--- config.mk ---
export PLATFORM = sky130hd
export DESIGN_NAME = matmul_apb_slave
export DESIGN_NICKNAME = d
export VERILOG_FILES = /design/src/rtl/matmul_pkg.sv /design/src/rtl/matmul_apb_regbank.sv /design/src/rtl/matmul_apb_slave.sv
export SDC_FILE = /design/constraint.sdc
export NUM_CORES = 1
export LEC_CHECK = 0
export BUFFER_PORTS_ARGS = -buffer_cell sky130_fd_sc_hd__buf_2
export CAP_MARGIN = 25
export CELL_PAD_IN_SITES_DETAIL_PLACEMENT = 2
export CELL_PAD_IN_SITES_GLOBAL_PLACEMENT = 2
export CORE_MARGIN = 4
export CORE_UTILIZATION = 34
export CTS_CLUSTER_DIAMETER = 100
export DETAILED_ROUTE_END_ITERATION = 16
export PLACE_DENSITY = 0.92
export SLEW_MARGIN = 20
export SYNTH_ARGS = -nofsm -noshare
export SYNTH_HDL_FRONTEND = slang
export SYNTH_SLANG_ARGS = --single-unit
--- constraint.sdc ---
create_clock -name clk_i -period 2.8 [get_ports clk_i]
set_input_delay 0.14 -clock clk_i [delete_from_list [all_inputs] [get_ports clk_i]]
set_output_delay 0.14 -clock clk_i [all_outputs]
set_load 0.1 [all_outputs]
--- src/rtl/matmul_pkg.sv ---
// Shared constants, register map and types for the matmul accelerator APB front-end.
package matmul_pkg;

    localparam int DATA_WIDTH = 8;
    localparam int BUS_WIDTH  = 32;
    localparam int ADDR_WIDTH = 32;
    localparam int MAX_DIM    = BUS_WIDTH / DATA_WIDTH;
    localparam int IDX_W      = $clog2(MAX_DIM);
    localparam int LINE_W     = 2 * IDX_W;

    // Register index is paddr[4:2]; indices 4..7 are the SP0..SP3 windows.
    localparam logic [2:0] REG_CONTROL = 3'd0;
    localparam logic [2:0] REG_A       = 3'd1;
    localparam logic [2:0] REG_B       = 3'd2;
    localparam logic [2:0] REG_FLAGS   = 3'd3;

    localparam int                   CTRL_START_BIT = 0;
    localparam logic [BUS_WIDTH-1:0] CTRL_WMASK     = 32'h0000_3F3E;

    typedef struct packed {
        logic [17:0] rsvd_hi;
        logic [1:0]  m_m1;
        logic [1:0]  k_m1;
        logic [1:0]  n_m1;
        logic [1:0]  rsvd_lo;
        logic [1:0]  rd_tgt;
        logic [1:0]  wr_tgt;
        logic        mode;
        logic        start;
    } ctrl_t;

    typedef enum logic [1:0] {
        ST_IDLE = 2'd0,
        ST_ACC  = 2'd1,
        ST_SPW  = 2'd2,
        ST_ERR  = 2'd3
    } apb_state_t;

    function automatic logic [BUS_WIDTH-1:0] strb_merge(
        input logic [BUS_WIDTH-1:0] old_v,
        input logic [BUS_WIDTH-1:0] new_v,
        input logic [MAX_DIM-1:0]   strb
    );
        logic [BUS_WIDTH-1:0] res;
        res = old_v;
        for (int k = 0; k < MAX_DIM; k++) begin
            if (strb[k]) begin
                res[k*DATA_WIDTH +: DATA_WIDTH] = new_v[k*DATA_WIDTH +: DATA_WIDTH];
            end else begin
                res[k*DATA_WIDTH +: DATA_WIDTH] = old_v[k*DATA_WIDTH +: DATA_WIDTH];
            end
        end
        return res;
    endfunction

endpackage

--- src/rtl/matmul_apb_regbank.sv ---
// Byte-lane masked MAX_DIM x BUS_WIDTH register bank with a flat view and one read port.
module matmul_apb_regbank
    import matmul_pkg::*;
(
    input  logic                         clk_i,
    input  logic                         rst_i,
    input  logic                         wr_en,
    input  logic [IDX_W-1:0]             wr_line,
    input  logic [MAX_DIM-1:0]           wr_strb,
    input  logic [BUS_WIDTH-1:0]         wr_data,
    input  logic [IDX_W-1:0]             rd_line,
    output logic [BUS_WIDTH-1:0]         rd_data,
    output logic [BUS_WIDTH*MAX_DIM-1:0] bank
);

    logic [BUS_WIDTH-1:0] mem_r [MAX_DIM];

    // Line storage with per-lane write enables
    always_ff @(posedge clk_i) begin
        if (rst_i) begin
            for (int i = 0; i < MAX_DIM; i++) begin
                mem_r[i] <= {BUS_WIDTH{1'b0}};
            end
        end else if (wr_en) begin
            mem_r[wr_line] <= strb_merge(mem_r[wr_line], wr_data, wr_strb);
        end else begin
            mem_r[wr_line] <= mem_r[wr_line];
        end
    end

    // Flattened bank view and read port
    always_comb begin
        bank = {(BUS_WIDTH*MAX_DIM){1'b0}};
        for (int i = 0; i < MAX_DIM; i++) begin
            bank[i*BUS_WIDTH +: BUS_WIDTH] = mem_r[i];
        end
        rd_data = mem_r[rd_line];
    end

endmodule

--- src/rtl/matmul_apb_slave.sv ---
// APB completer for the matmul accelerator: register map decode, CONTROL/A/B banks,
// and scratchpad read forwarding over a request/valid port.
module matmul_apb_slave
    import matmul_pkg::*;
(
    input  logic                         clk_i,
    input  logic                         rst_i,
    input  logic                         psel_i,
    input  logic                         penable_i,
    input  logic                         pwrite_i,
    input  logic [MAX_DIM-1:0]           pstrb_i,
    input  logic [ADDR_WIDTH-1:0]        paddr_i,
    input  logic [BUS_WIDTH-1:0]         pwdata_i,
    output logic [BUS_WIDTH-1:0]         prdata_o,
    output logic                         pready_o,
    output logic                         pslverr_o,
    input  logic                         busy_i,
    input  logic [BUS_WIDTH-1:0]         flags_i,
    output logic [BUS_WIDTH-1:0]         control_o,
    output logic                         start_o,
    output logic [BUS_WIDTH*MAX_DIM-1:0] opa_o,
    output logic [BUS_WIDTH*MAX_DIM-1:0] opb_o,
    output logic                         sp_rd_req_o,
    output logic [1:0]                   sp_rd_sel_o,
    output logic [LINE_W-1:0]            sp_rd_addr_o,
    input  logic [BUS_WIDTH-1:0]         sp_rd_data_i,
    input  logic                         sp_rd_valid_i
);

    apb_state_t           state_r, next_state_s;
    logic                 setup_s, dec_err_s, sp_read_s;
    logic [2:0]           reg_idx_s, reg_idx_r;
    logic [LINE_W-1:0]    line_s, line_r;
    logic                 write_r;
    logic [BUS_WIDTH-1:0] wdata_r;
    logic [MAX_DIM-1:0]   strb_r;
    logic                 commit_s, ctrl_we_s, a_we_s, b_we_s;
    logic [BUS_WIDTH-1:0] rd_mux_s, a_rd_s, b_rd_s, prdata_r;
    ctrl_t                control_r;
    logic                 start_r;
    logic                 unused_paddr_s;

    assign unused_paddr_s = ^paddr_i[ADDR_WIDTH-1:5+LINE_W];

    // Setup-phase address decode and error classification
    always_comb begin
        setup_s   = psel_i & ~penable_i;
        reg_idx_s = paddr_i[4:2];
        line_s    = paddr_i[5 +: LINE_W];
        sp_read_s = reg_idx_s[2] & ~pwrite_i;
        if (paddr_i[1:0] != 2'b00) begin
            dec_err_s = 1'b1;
        end else if (pwrite_i && (reg_idx_s >= REG_FLAGS)) begin
            dec_err_s = 1'b1;
        end else if (pwrite_i && busy_i) begin
            dec_err_s = 1'b1;
        end else if (((reg_idx_s == REG_A) || (reg_idx_s == REG_B)) && (line_s >= LINE_W'(MAX_DIM))) begin
            dec_err_s = 1'b1;
        end else if (((reg_idx_s == REG_CONTROL) || (reg_idx_s == REG_FLAGS)) && (line_s != {LINE_W{1'b0}})) begin
            dec_err_s = 1'b1;
        end else begin
            dec_err_s = 1'b0;
        end
    end

    // Register read mux, evaluated on the setup address so reads need no wait state
    always_comb begin
        case (reg_idx_s)
            REG_CONTROL: rd_mux_s = control_r;
            REG_A:       rd_mux_s = a_rd_s;
            REG_B:       rd_mux_s = b_rd_s;
            REG_FLAGS:   rd_mux_s = flags_i;
            default:     rd_mux_s = {BUS_WIDTH{1'b0}};
        endcase
    end

    // FSM state register
    always_ff @(posedge clk_i) begin
        if (rst_i) begin
            state_r <= ST_IDLE;
        end else begin
            state_r <= next_state_s;
        end
    end

    // FSM next-state logic; dropping psel during a wait abandons the transfer
    always_comb begin
        next_state_s = state_r;
        case (state_r)
            ST_IDLE: begin
                if (!setup_s)       next_state_s = ST_IDLE;
                else if (dec_err_s) next_state_s = ST_ERR;
                else if (sp_read_s) next_state_s = ST_SPW;
                else                next_state_s = ST_ACC;
            end
            ST_ACC: next_state_s = ST_IDLE;
            ST_SPW: begin
                if (!psel_i)            next_state_s = ST_IDLE;
                else if (sp_rd_valid_i) next_state_s = ST_ACC;
                else                    next_state_s = ST_SPW;
            end
            ST_ERR:  next_state_s = ST_IDLE;
            default: next_state_s = ST_IDLE;
        endcase
    end

    // FSM outputs; the SP request goes out with the setup phase to save a wait state
    always_comb begin
        pready_o     = (state_r == ST_ACC) || (state_r == ST_ERR);
        pslverr_o    = (state_r == ST_ERR);
        sp_rd_req_o  = 1'b0;
        sp_rd_sel_o  = 2'b00;
        sp_rd_addr_o = {LINE_W{1'b0}};
        if ((state_r == ST_IDLE) && setup_s && sp_read_s && !dec_err_s && !rst_i) begin
            sp_rd_req_o  = 1'b1;
            sp_rd_sel_o  = reg_idx_s[1:0];
            sp_rd_addr_o = line_s;
        end else if (state_r == ST_SPW) begin
            sp_rd_sel_o  = reg_idx_r[1:0];
            sp_rd_addr_o = line_r;
        end else begin
            sp_rd_req_o  = 1'b0;
        end
    end

    // Transfer attributes captured in the setup phase
    always_ff @(posedge clk_i) begin
        if (rst_i) begin
            reg_idx_r <= 3'd0;
            line_r    <= {LINE_W{1'b0}};
            write_r   <= 1'b0;
            wdata_r   <= {BUS_WIDTH{1'b0}};
            strb_r    <= {MAX_DIM{1'b0}};
        end else if ((state_r == ST_IDLE) && setup_s) begin
            reg_idx_r <= reg_idx_s;
            line_r    <= line_s;
            write_r   <= pwrite_i;
            wdata_r   <= pwdata_i;
            strb_r    <= pstrb_i;
        end else begin
            reg_idx_r <= reg_idx_r;
            line_r    <= line_r;
            write_r   <= write_r;
            wdata_r   <= wdata_r;
            strb_r    <= strb_r;
        end
    end

    assign commit_s  = (state_r == ST_ACC) && psel_i && write_r;
    assign ctrl_we_s = commit_s && (reg_idx_r == REG_CONTROL);
    assign a_we_s    = commit_s && (reg_idx_r == REG_A);
    assign b_we_s    = commit_s && (reg_idx_r == REG_B);

    // Read data: register value at setup, SP data on valid, zero for errors and writes
    always_ff @(posedge clk_i) begin
        if (rst_i) begin
            prdata_r <= {BUS_WIDTH{1'b0}};
        end else if ((state_r == ST_IDLE) && setup_s) begin
            prdata_r <= (dec_err_s || pwrite_i || sp_read_s) ? {BUS_WIDTH{1'b0}} : rd_mux_s;
        end else if ((state_r == ST_SPW) && psel_i && sp_rd_valid_i) begin
            prdata_r <= sp_rd_data_i;
        end else begin
            prdata_r <= prdata_r;
        end
    end

    // CONTROL register; start bit is turned into a pulse and never stored
    always_ff @(posedge clk_i) begin
        if (rst_i) begin
            control_r <= ctrl_t'({BUS_WIDTH{1'b0}});
            start_r   <= 1'b0;
        end else if (ctrl_we_s) begin
            control_r <= ctrl_t'(strb_merge(control_r, wdata_r, strb_r) & CTRL_WMASK);
            start_r   <= strb_r[0] & wdata_r[CTRL_START_BIT] & ~busy_i;
        end else begin
            control_r <= control_r;
            start_r   <= 1'b0;
        end
    end

    matmul_apb_regbank u_bank_a (
        .clk_i   (clk_i),
        .rst_i   (rst_i),
        .wr_en   (a_we_s),
        .wr_line (line_r[IDX_W-1:0]),
        .wr_strb (strb_r),
        .wr_data (wdata_r),
        .rd_line (line_s[IDX_W-1:0]),
        .rd_data (a_rd_s),
        .bank    (opa_o)
    );

    matmul_apb_regbank u_bank_b (
        .clk_i   (clk_i),
        .rst_i   (rst_i),
        .wr_en   (b_we_s),
        .wr_line (line_r[IDX_W-1:0]),
        .wr_strb (strb_r),
        .wr_data (wdata_r),
        .rd_line (line_s[IDX_W-1:0]),
        .rd_data (b_rd_s),
        .bank    (opb_o)
    );

    assign prdata_o  = prdata_r;
    assign control_o = control_r;
    assign start_o   = start_r;

endmodule

==> flow_summary.ini, run 1 <==
[run_status]
status = finished, final reports clean

[grt]
antenna_found_initial = 4
grt_pass1_wl_mm = 119.9
grt_pass1_vias = 15484
gr-total-overflow = 0
grt_usage_pct = 32.71
grt_max_degree = 46

[place]
io_buffers = 424
gp_congestion = 0.8888
place_hpwl_mm = 55.57

[setup_path]
end_kind = register
crit_type = reg2reg
crit_required_ns = 3.22
arrival_ns = 3.13
startpoint_type = register
critPathMaxFanout = 13

[worst_hold_path]
hp-class = in2reg

[drt]
drt_iter0_markers = 1121
first_pass_iters = 5
viasPerCell = 5.805
wire_per_inst_microns = 34.71
routed_wl_mm = 85.07
routed-via-count = 14227
ant_nets = 0
drc = 0

[yosys]
syn_area_sq_um = 15980
ys_seq_elements = 346
syn_area_per_cell_sq_um = 12.68
synth-seq-area-share_pct = 59.38
synth.distinct_cells = 51
synth_cells = 1260
synth-warning-count = 0

[floorplanning]
dieArea_sq_um = 50540
io_pins = 469
core-area_sq_um = 46560
die_w_microns = 224.8
die_h_microns = 224.8
start_util_pct = 34.33
num_rows = 79

[pwr]
p_leak_nw = 9.088
pwr_density_cell_nw_per_um2 = 661.6
ir_drop_uv = 658.1
power_mw = 14.19

[cts]
path_clk_slew_ns = 0.07
cts_tree = built
ctsLongestPathBuffers = 3
insertion_delay_ns = 0.60
cts_root_buffer = clkbuf_16
cts_buffers = 40
clkSinkCount = 346
htree_levels = 2

[sta]
fin_crit_ns = 2.714
period_share_pct = 96.92
setup_viol = 0
tightestPinTransition_ns = 0.8837
finalHoldViolations = 0
max_freq_ghz = 0.3685
fin_skew_ns = 0.05154
slew_viol_final = 0
slew_headroom_pct = 40.87

[cells_and_area]
utilization_pct = 46.09
multi_input_area_sq_um = 6058
post_route_cells_drive_above_1_share_pct = 35.65
fillers = 4571
syn_to_final_growth_pct = 34.25
finalNetCount = 1948
area.sequential_sq_um = 9490

[run]
cap_violations = 0
worst max-delay path, stage by stage (launching register included):
cell and delay [ns]:
dfxtp_1 0.77, nor2b_1 0.23, nand4b_1 0.35, buf_4 0.30
nor2_1 0.60, and2_1 0.29
cell families (layout without fill, tap and decap cells):
kind of cell              after synthesis  count (layout)  share of synthesized area (%)
AOI/OAI and AO/OA                     177             177                          7.500
xor gates and xnor gates                1               1                        0.05481
buffers and inverters                 105             665                          3.437
DFF                                   346             346                          59.38
muxes                                  75              75                          9.708
other                                   1              25                        0.02346
and+or+nand+nor                       555             555                          19.90
report_power, final:
group	internal [mW]	switching [mW]	total, mW
Sequential	5.67	0.240	5.91
Clock	3.27	2.52	5.80
Combinational	0.519	1.97	2.49
layout make-up:
| class | count | share of cell area, % |
|---|---|---|
| sequential | 346 | 44.23 |
| clock inverter | 26 | 1.592 |
| timing repair buffer | 589 | 17.42 |
| clock buffer | 47 | 4.881 |
| tap | 607 | 3.540 |
| inverter | 3 | 0.05248 |
| multi-input combinational | 829 | 28.24 |
| antenna | 4 | 0.04665 |
repair_timing:
action	CTS	global route
setup buffers	2	0
hold buffers	94	0
pin swaps	1	1
hold endpoints to repair	68	0
resized for setup	0	1
cloned	0	0
setup endpoints to repair	7	6
layer usage:
metal,share of wire [%],vias up,global-route usage [%],routed length (microns)
met3,7.3,276,5.677,6222
met1,36,7378,37.59,30270
met5,0.015,-,0,13
li1,-,5661,-,-
met2,51,910,58.77,43550
met4,5.9,2,16.19,5012
cell usage in the layout (no fill, tap or decap), types with 21 or more instances in the layout:
cell type      instances
nand2_1              182
conb_1                21
o21ai_0               24
buf_2                414
clkbuf_16             40
and2_1               247
nor2_1                25
dfxtp_1               89
and3_1                35
edfxtp_1             256
a21oi_1               62
buf_4                 71
dlygate4sd3_1         94
a22oi_1               21
a221o_1               21
mux4_2                64
Yosys cell counts, drive strengths merged:
cell type | count | area share, %
mux2i | 11 | 0.69
a31oi | 12 | 0.47
o21ai | 24 | 0.75
mux4 | 64 | 9.0
or4 | 1 | 0.047
nand3b | 2 | 0.12
nand2b | 3 | 0.12
or2 | 13 | 0.51
inv | 3 | 0.070
and3b | 12 | 0.66
buf | 48 | 2.1
edfxtp | 256 | 48
nand4b | 3 | 0.16
a22oi | 21 | 0.99
o41ai | 1 | 0.055
and4bb | 1 | 0.078
clkbuf | 54 | 1.3
dfxtp | 90 | 11
nor3b | 6 | 0.38
nor4b | 1 | 0.15
o21a | 1 | 0.047
nor2b | 5 | 0.20
nor3 | 11 | 0.98
xor2 | 1 | 0.055
a21o | 4 | 0.19
nor4 | 4 | 0.37
conb | 1 | 0.023
or4b | 1 | 0.063
a21oi | 62 | 1.9
a211oi | 1 | 0.047
o2111a | 1 | 0.070
o221ai | 11 | 0.60
and2 | 247 | 9.7
nor2 | 27 | 0.63
and3 | 35 | 1.4
a22o | 17 | 0.93
nand4 | 1 | 0.13
a2111oi | 1 | 0.094
a221o | 21 | 1.3
nand2 | 182 | 4.3
through the flow:
| stage | hold slack (ns) | setup WS, ns | TNS (ns) | instances | instance area [sq um] |
|---|---|---|---|---|---|
| finish | 0.05538 | 0.08612 | 0 | 2451 | 21460 |
| floorplan | 0.2760 | 0.03234 | 0 | 1280 | 16060 |
| CTS | 0.02202 | 0.02848 | 0 | 2446 | 21430 |
| global route | 0.06255 | -0.003705 | -0.004904 | 2450 | 21450 |
| global placement | 0.3857 | 0.4540 | 0 | 2276 | 19060 |
| detailed placement | 0.3922 | 0.2647 | 0 | 2277 | 19070 |
sequential cells by signal (all words and copies together) (netlist names):
name and cells:
prdata_o 32, control_o 11, state_r 2, reg_idx_r 3, wdata_r 32, u_bank_a.mem_r 128, u_bank_b.mem_r 128, strb_r 4
start_o 1, write_r 1, line_r 4
worst paths after layout:
path	start	end	slack (ns)	depth (start not counted)
max reg2reg	line_r[0]	u_bank_b.mem_r[1][16]	0.09	5
max	line_r[0]	u_bank_b.mem_r[1][16]	0.09	5
min	flags_i[5]	prdata_o[5]	0.06	4
min reg2reg	write_r	write_r	0.47	2
Note: power is estimated with default switching activity, not from simulation.
==> run 2: changes to the inputs <==
- ABC_CLOCK_PERIOD_IN_PS: default -> 2800
- CORE_UTILIZATION: 34 -> 35
- CTS_BUF_LIST: default -> sky130_fd_sc_hd__clkbuf_4
- PLACE_DENSITY: 0.92 -> 0.94
==> flow_summary.ini, run 2 (synthesized netlist as in run 1, its figures left out) <==
[run_status]
status = finished with violations
violations = negative setup slack

[worst_hold_path]
hp-class = in2reg
hp-start = sp_rd_data_i[4]

[setup_path]
worstPathBufferInverterCount = 4
startpoint_type = input pin
end_kind = register
timing.rr.start = state_r[0]
arrival_ns = 3.55
crit_type = in2reg
crit_path_start = paddr_i[2]
max_stage_delay_ns = 0.80
crit_required_ns = 3.54
critPathMaxFanout = 11
critical_path.slowest_cell = nor2_1
crit_family = buffers and inverters
path_common_cell = dlygate4sd3_1
cp_cell_sequence = dlygate4sd3_1 > buf_2 > nor2_1 > a22o_1 > a21oi_1 > dlygate4sd3_1 > a31oi_1 > dlygate4sd3_1

[cts]
path_clk_slew_ns = 0.07
insertion_delay_ns = 0.85
cts_tree = built
cts_buffers = 98
cts_root_buffer = clkbuf_4
ctsLongestPathBuffers = 3
htree_levels = 3
clkSinkCount = 346

[sta]
setup_ws_ns = -0.01123
fin_skew_ns = 0.07353
slew_headroom_pct = 32.95
rsz0062_at_grt = false
slew_viol_final = 0
setup_viol = 1
fin_crit_ns = 2.811
finalHoldViolations = 0
tightestPinTransition_ns = 1.002
whs_ns = 0.09076
max_freq_ghz = 0.3557
period_share_pct = 100.4

[pwr]
power_mw = 13.92
p_clk_share_pct = 39.3
seqPwrFrac_pct = 42.3
switching_share_pct = 34.27
pwr_density_cell_nw_per_um2 = 622.7
switching_power_mw = 4.769
p_int_mw = 9.149
ir_drop_uv = 397.2
p_leak_nw = 9.751
combPwrFrac_pct = 18.4

[drt]
routed-via-count = 14728
viasPerCell = 5.570
first_pass_iters = 5
drc = 0
drt_iter0_markers = 1148
ant_nets = 0
routed_wl_mm = 83.45
wire_per_inst_microns = 31.56

[cells_and_area]
area.sequential_sq_um = 9489
mostFrequentLayoutCells = buf_2 (414), edfxtp_1 (256), and2_1 (247)
layout_commonest_cell = buf_2
layoutNonFillerInstCount = 2644
syn_to_final_growth_pct = 39.85
multi_input_area_sq_um = 6080
fillers = 4471
utilization_pct = 49.36
post_route_cells_drive_above_1_share_pct = 37.99
finalNetCount = 2095
top_regs = u_bank_a.mem_r (128), u_bank_b.mem_r (128)

[floorplanning]
num_rows = 78
die_w_microns = 221.7
io_pins = 469
start_util_pct = 35.29
die_h_microns = 221.7
dieArea_sq_um = 49140
core-area_sq_um = 45280

[place]
io_buffers = 424
place_hpwl_mm = 52.53
gp_congestion = 0.8809
dp_cells = 2277

[run]
cap_violations = 0

[grt]
gr-total-overflow = 0
grt_max_degree = 64
grt_pass1_vias = 16461
grt_pass1_wl_mm = 119.8
antenna_found_initial = 5
grt_usage_pct = 32.87
[run 2: power by group through the flow]
| stage | Combinational (mW) | Sequential (mW) | Clock [mW] |
|---|---|---|---|
| 4_1_cts | 2.50 | 5.87 | 5.37 |
| 3_3_place_gp | 2.25 | 5.95 | 0 |
| 6_report | 2.56 | 5.89 | 5.47 |
| 3_5_place_dp | 2.30 | 5.98 | 0 |
| 2_1_floorplan | 0.653 | 7.00 | 0 |
| 5_1_grt | 2.63 | 5.90 | 5.84 |
[run 2: layout make-up]
type	instances	area share, %
clock buffers	155	5.206
well taps	600	3.359
diodes	4	0.04479
flip-flops and latches	346	42.46
repair buffers	678	20.67
multi-input cells	829	27.20
inverters	3	0.05038
clock inverters	29	1.008
[run 2: worst paths after layout]
path	to	slack, ns	cells after the start
worst max-delay path	prdata_o[2]	-0.01	8
worst max register to register	wdata_r[22]	0.06	8
worst min register to register	control_o[4]	0.54	2
worst min-delay path	prdata_o[4]	0.09	5
[run 2: routing by layer]
metal | up-vias | global-route usage (%) | wire, microns
met4 | 4 | 13.47 | 3459
met3 | 229 | 6.752 | 5869
met1 | 7623 | 38.17 | 30890
met2 | 854 | 59.30 | 43200
met5 | - | 0 | 27
li1 | 6018 | - | -
[run 2: worst min-delay path, stage by stage]
cell and delay [ns]:
buf_2 0.10, and3b_1 0.20, o21ai_0 0.15, o221ai_1 0.20, a31oi_1 0.06
[run 2: through the flow]
step	instance area, sq um	setup WS, ns	setup TNS (ns)
6_report	22350	-0.01123	-0.01123
5_1_grt	22350	0.01096	0
4_1_cts	22300	0.009566	0
3_5_place_dp	19110	0.1041	0
3_3_place_gp	19110	0.1603	0
2_1_floorplan	16060	0.03234	0
[run 2: timing repair]
item | 4_1_cts | 5_1_grt
pin swaps | 1 | 2
buffers inserted | 3 | 1
resized for setup | 4 | 7
endpoints found under the hold margin | 87 | 0
hold buffers | 174 | 0
endpoints found under the setup margin | 7 | 25
==> run 3: changes to the inputs <==
- PLACE_DENSITY: 0.94 -> 0.93
- SYNTH_HIERARCHICAL: default -> 1
==> flow_summary.ini, run 3 <==
[run_status]
status = finished with violations
violations = negative setup slack

[run]
cap_violations = 0

[floorplanning]
die_w_microns = 222.8
io_pins = 469
num_rows = 78
die_h_microns = 222.8
dieArea_sq_um = 49630
start_util_pct = 35.50
core-area_sq_um = 45480

[cts]
cts_root_buffer = clkbuf_4
clkSinkCount = 346
cts_buffers = 98
insertion_delay_ns = 0.86
cts_tree = built
htree_levels = 3
ctsLongestPathBuffers = 3
path_clk_slew_ns = 0.08

[place]
io_buffers = 424
gp_congestion = 0.9002
dp_slack_ns = 0.1107
place_hpwl_mm = 56.76

[pwr]
ir_drop_uv = 222.7
pwr_density_cell_nw_per_um2 = 624.3
power_mw = 13.83
p_leak_nw = 8.921

[setup_path]
end_kind = register
critical_path.slowest_cell = nor4b_2
crit_required_ns = 3.34
cp_cell_sequence = nand4b_1 > nor4b_2 > buf_4 > nand3b_1 > nor4b_1
crit_type = reg2reg
arrival_ns = 3.38
max_stage_delay_ns = 0.63
critPathMaxFanout = 9
startpoint_type = register

[drt]
wire_per_inst_microns = 34.19
drt_iter0_markers = 1504
first_pass_iters = 5
ant_nets = 0
routed_wl_mm = 88.05
drc = 0
viasPerCell = 5.959
routed-via-count = 15345

[sta]
setup_ws_ns = -0.03688
finalHoldViolations = 0
fin_crit_ns = 2.837
fin_skew_ns = 0.08512
setup_viol = 1
slew_viol_final = 0
max_freq_ghz = 0.3525
period_share_pct = 101.3
slew_headroom_pct = 47.59
tightestPinTransition_ns = 0.7861

[cells_and_area]
top_regs = u_bank_a/mem_r (128), u_bank_b/mem_r (128)
finalNetCount = 2031
fillers = 4511
layout_commonest_cell = buf_2
mostFrequentLayoutCells = buf_2 (416), edfxtp_1 (256), clkbuf_4 (162)
syn_to_final_growth_pct = 37.23
post_route_cells_drive_above_1_share_pct = 41.97
utilization_pct = 48.72

[yosys]
ys_seq_elements = 346
netlist.top_cell.by_area = edfxtp_1
yosysMostFrequentCell = edfxtp_1
synth-warning-count = 6
synth-main-ff-cell = edfxtp_1
ys_async_sr_fraction_pct = 0
synth_cells = 1254
syn_area_per_cell_sq_um = 12.88
syn_area_sq_um = 16150
synthTopCellsByArea = edfxtp_1 (48%), dfxtp_1 (11%), mux4_2 (10%), nor3_1 (3.3%), and3_1 (2.6%)
synth.top_cell.area_share_pct = 47.61
synth.distinct_cells = 49
synth_edf_count = 256
synthTopCellsByCount = edfxtp_1 (256), nor3_1 (107), nand2_1 (95)
synth-seq-area-share_pct = 58.77

[grt]
gr-total-overflow = 0
grt_pass1_vias = 16834
antenna_found_initial = 6
grt_usage_pct = 34.14
grt_max_degree = 58
grt_pass1_wl_mm = 123.9

[worst_hold_path]
hp-class = in2reg
## run 3: cell types whose count changed after synthesis, moves of 26 or more
cell,delta
and3_1,+32
nor3_1,+105
nor4b_1,+26
inv_1,+46
nand2_1,-87
nor4_1,+46
buf_2,+30
and2_1,-246
## run 3: per-stage QoR
| stage | hold WS (ns) | TNS, ns | instances | cell area (sq um) |
|---|---|---|---|---|
| 2_1_floorplan | 0.2724 | 0 | 1274 | 16230 |
| 3_3_place_gp | 0.3636 | 0 | 2236 | 19280 |
| 3_5_place_dp | 0.3703 | 0 | 2236 | 19280 |
| 4_1_cts | 0.00002376 | 0 | 2568 | 22100 |
| 5_1_grt | 0.01321 | -0.02984 | 2575 | 22160 |
| 6_report | 0.03596 | -0.03688 | 2575 | 22160 |
## run 3: cells by family after synthesis
family | Yosys count | share of synthesized area (%)
and+or+nand+nor | 457 | 16.41
DFF | 346 | 58.77
buffers and inverters | 194 | 5.525
AOI/OAI and AO/OA | 148 | 6.610
muxes | 107 | 12.61
xor gates and xnor gates | 1 | 0.05426
other | 1 | 0.02323
## run 3: timing repair
action | 4_1_cts | 5_1_grt
setup buffers | 2 | 2
gates resized for setup | 2 | 1
endpoints found under the setup margin | 7 | 4
endpoints found under the hold margin | 79 | 0
pin swaps | 1 | 2
hold buffers | 149 | 0
## run 3: layer usage
layer  share of wire (%)  wire [microns]  up-vias  track usage, %
met5               0.053              47        -               0
met4                 6.4            5646        6           20.18
met3                 8.8            7761      322           7.993
met2                  50           44100     1092           59.28
met1                  35           30490     7792           38.26
li1                    -               -     6133               -
## run 3: layout make-up
| cell class | count | area (sq um) | share of cell area, % |
|---|---|---|---|
| clock inverters | 20 | 101.3 | 0.4574 |
| clock buffers | 161 | 1209 | 5.455 |
| diodes | 2 | 5.005 | 0.02259 |
| multi-input cells | 734 | 5952 | 26.86 |
| well taps | 600 | 750.7 | 3.388 |
| inverters | 48 | 180.2 | 0.8132 |
| repair buffers | 664 | 4467 | 20.16 |
| flip-flops and latches | 346 | 9492 | 42.84 |
## run 3: critical path: cells and delay by family, from the launching register on
kind	cells	cell delay, ns
buffers and inverters	1	0.26
AND/OR/NAND/NOR	4	1.89
flip-flops	1	0.39
## run 3: path summary, 6_finish.rpt
| path | startpoint | endpoint | slack, ns | cells after the start |
|---|---|---|---|---|
| max | state_r[1] | u_bank_a/mem_r[0][0] | -0.04 | 5 |
| min | rst_i | wdata_r[30] | 0.04 | 3 |
| max reg2reg | state_r[1] | u_bank_a/mem_r[0][0] | -0.04 | 5 |
| min reg2reg | prdata_o[0] | prdata_o[0] | 0.49 | 1 |
## run 3: report_power, final
| group | internal [mW] | switching (mW) | total (mW) |
|---|---|---|---|
| registers | 5.67 | 0.219 | 5.89 |
| clock network | 2.67 | 2.54 | 5.21 |
| logic | 0.644 | 2.09 | 2.74 |
| total | 8.98 | 4.85 | 13.8 |
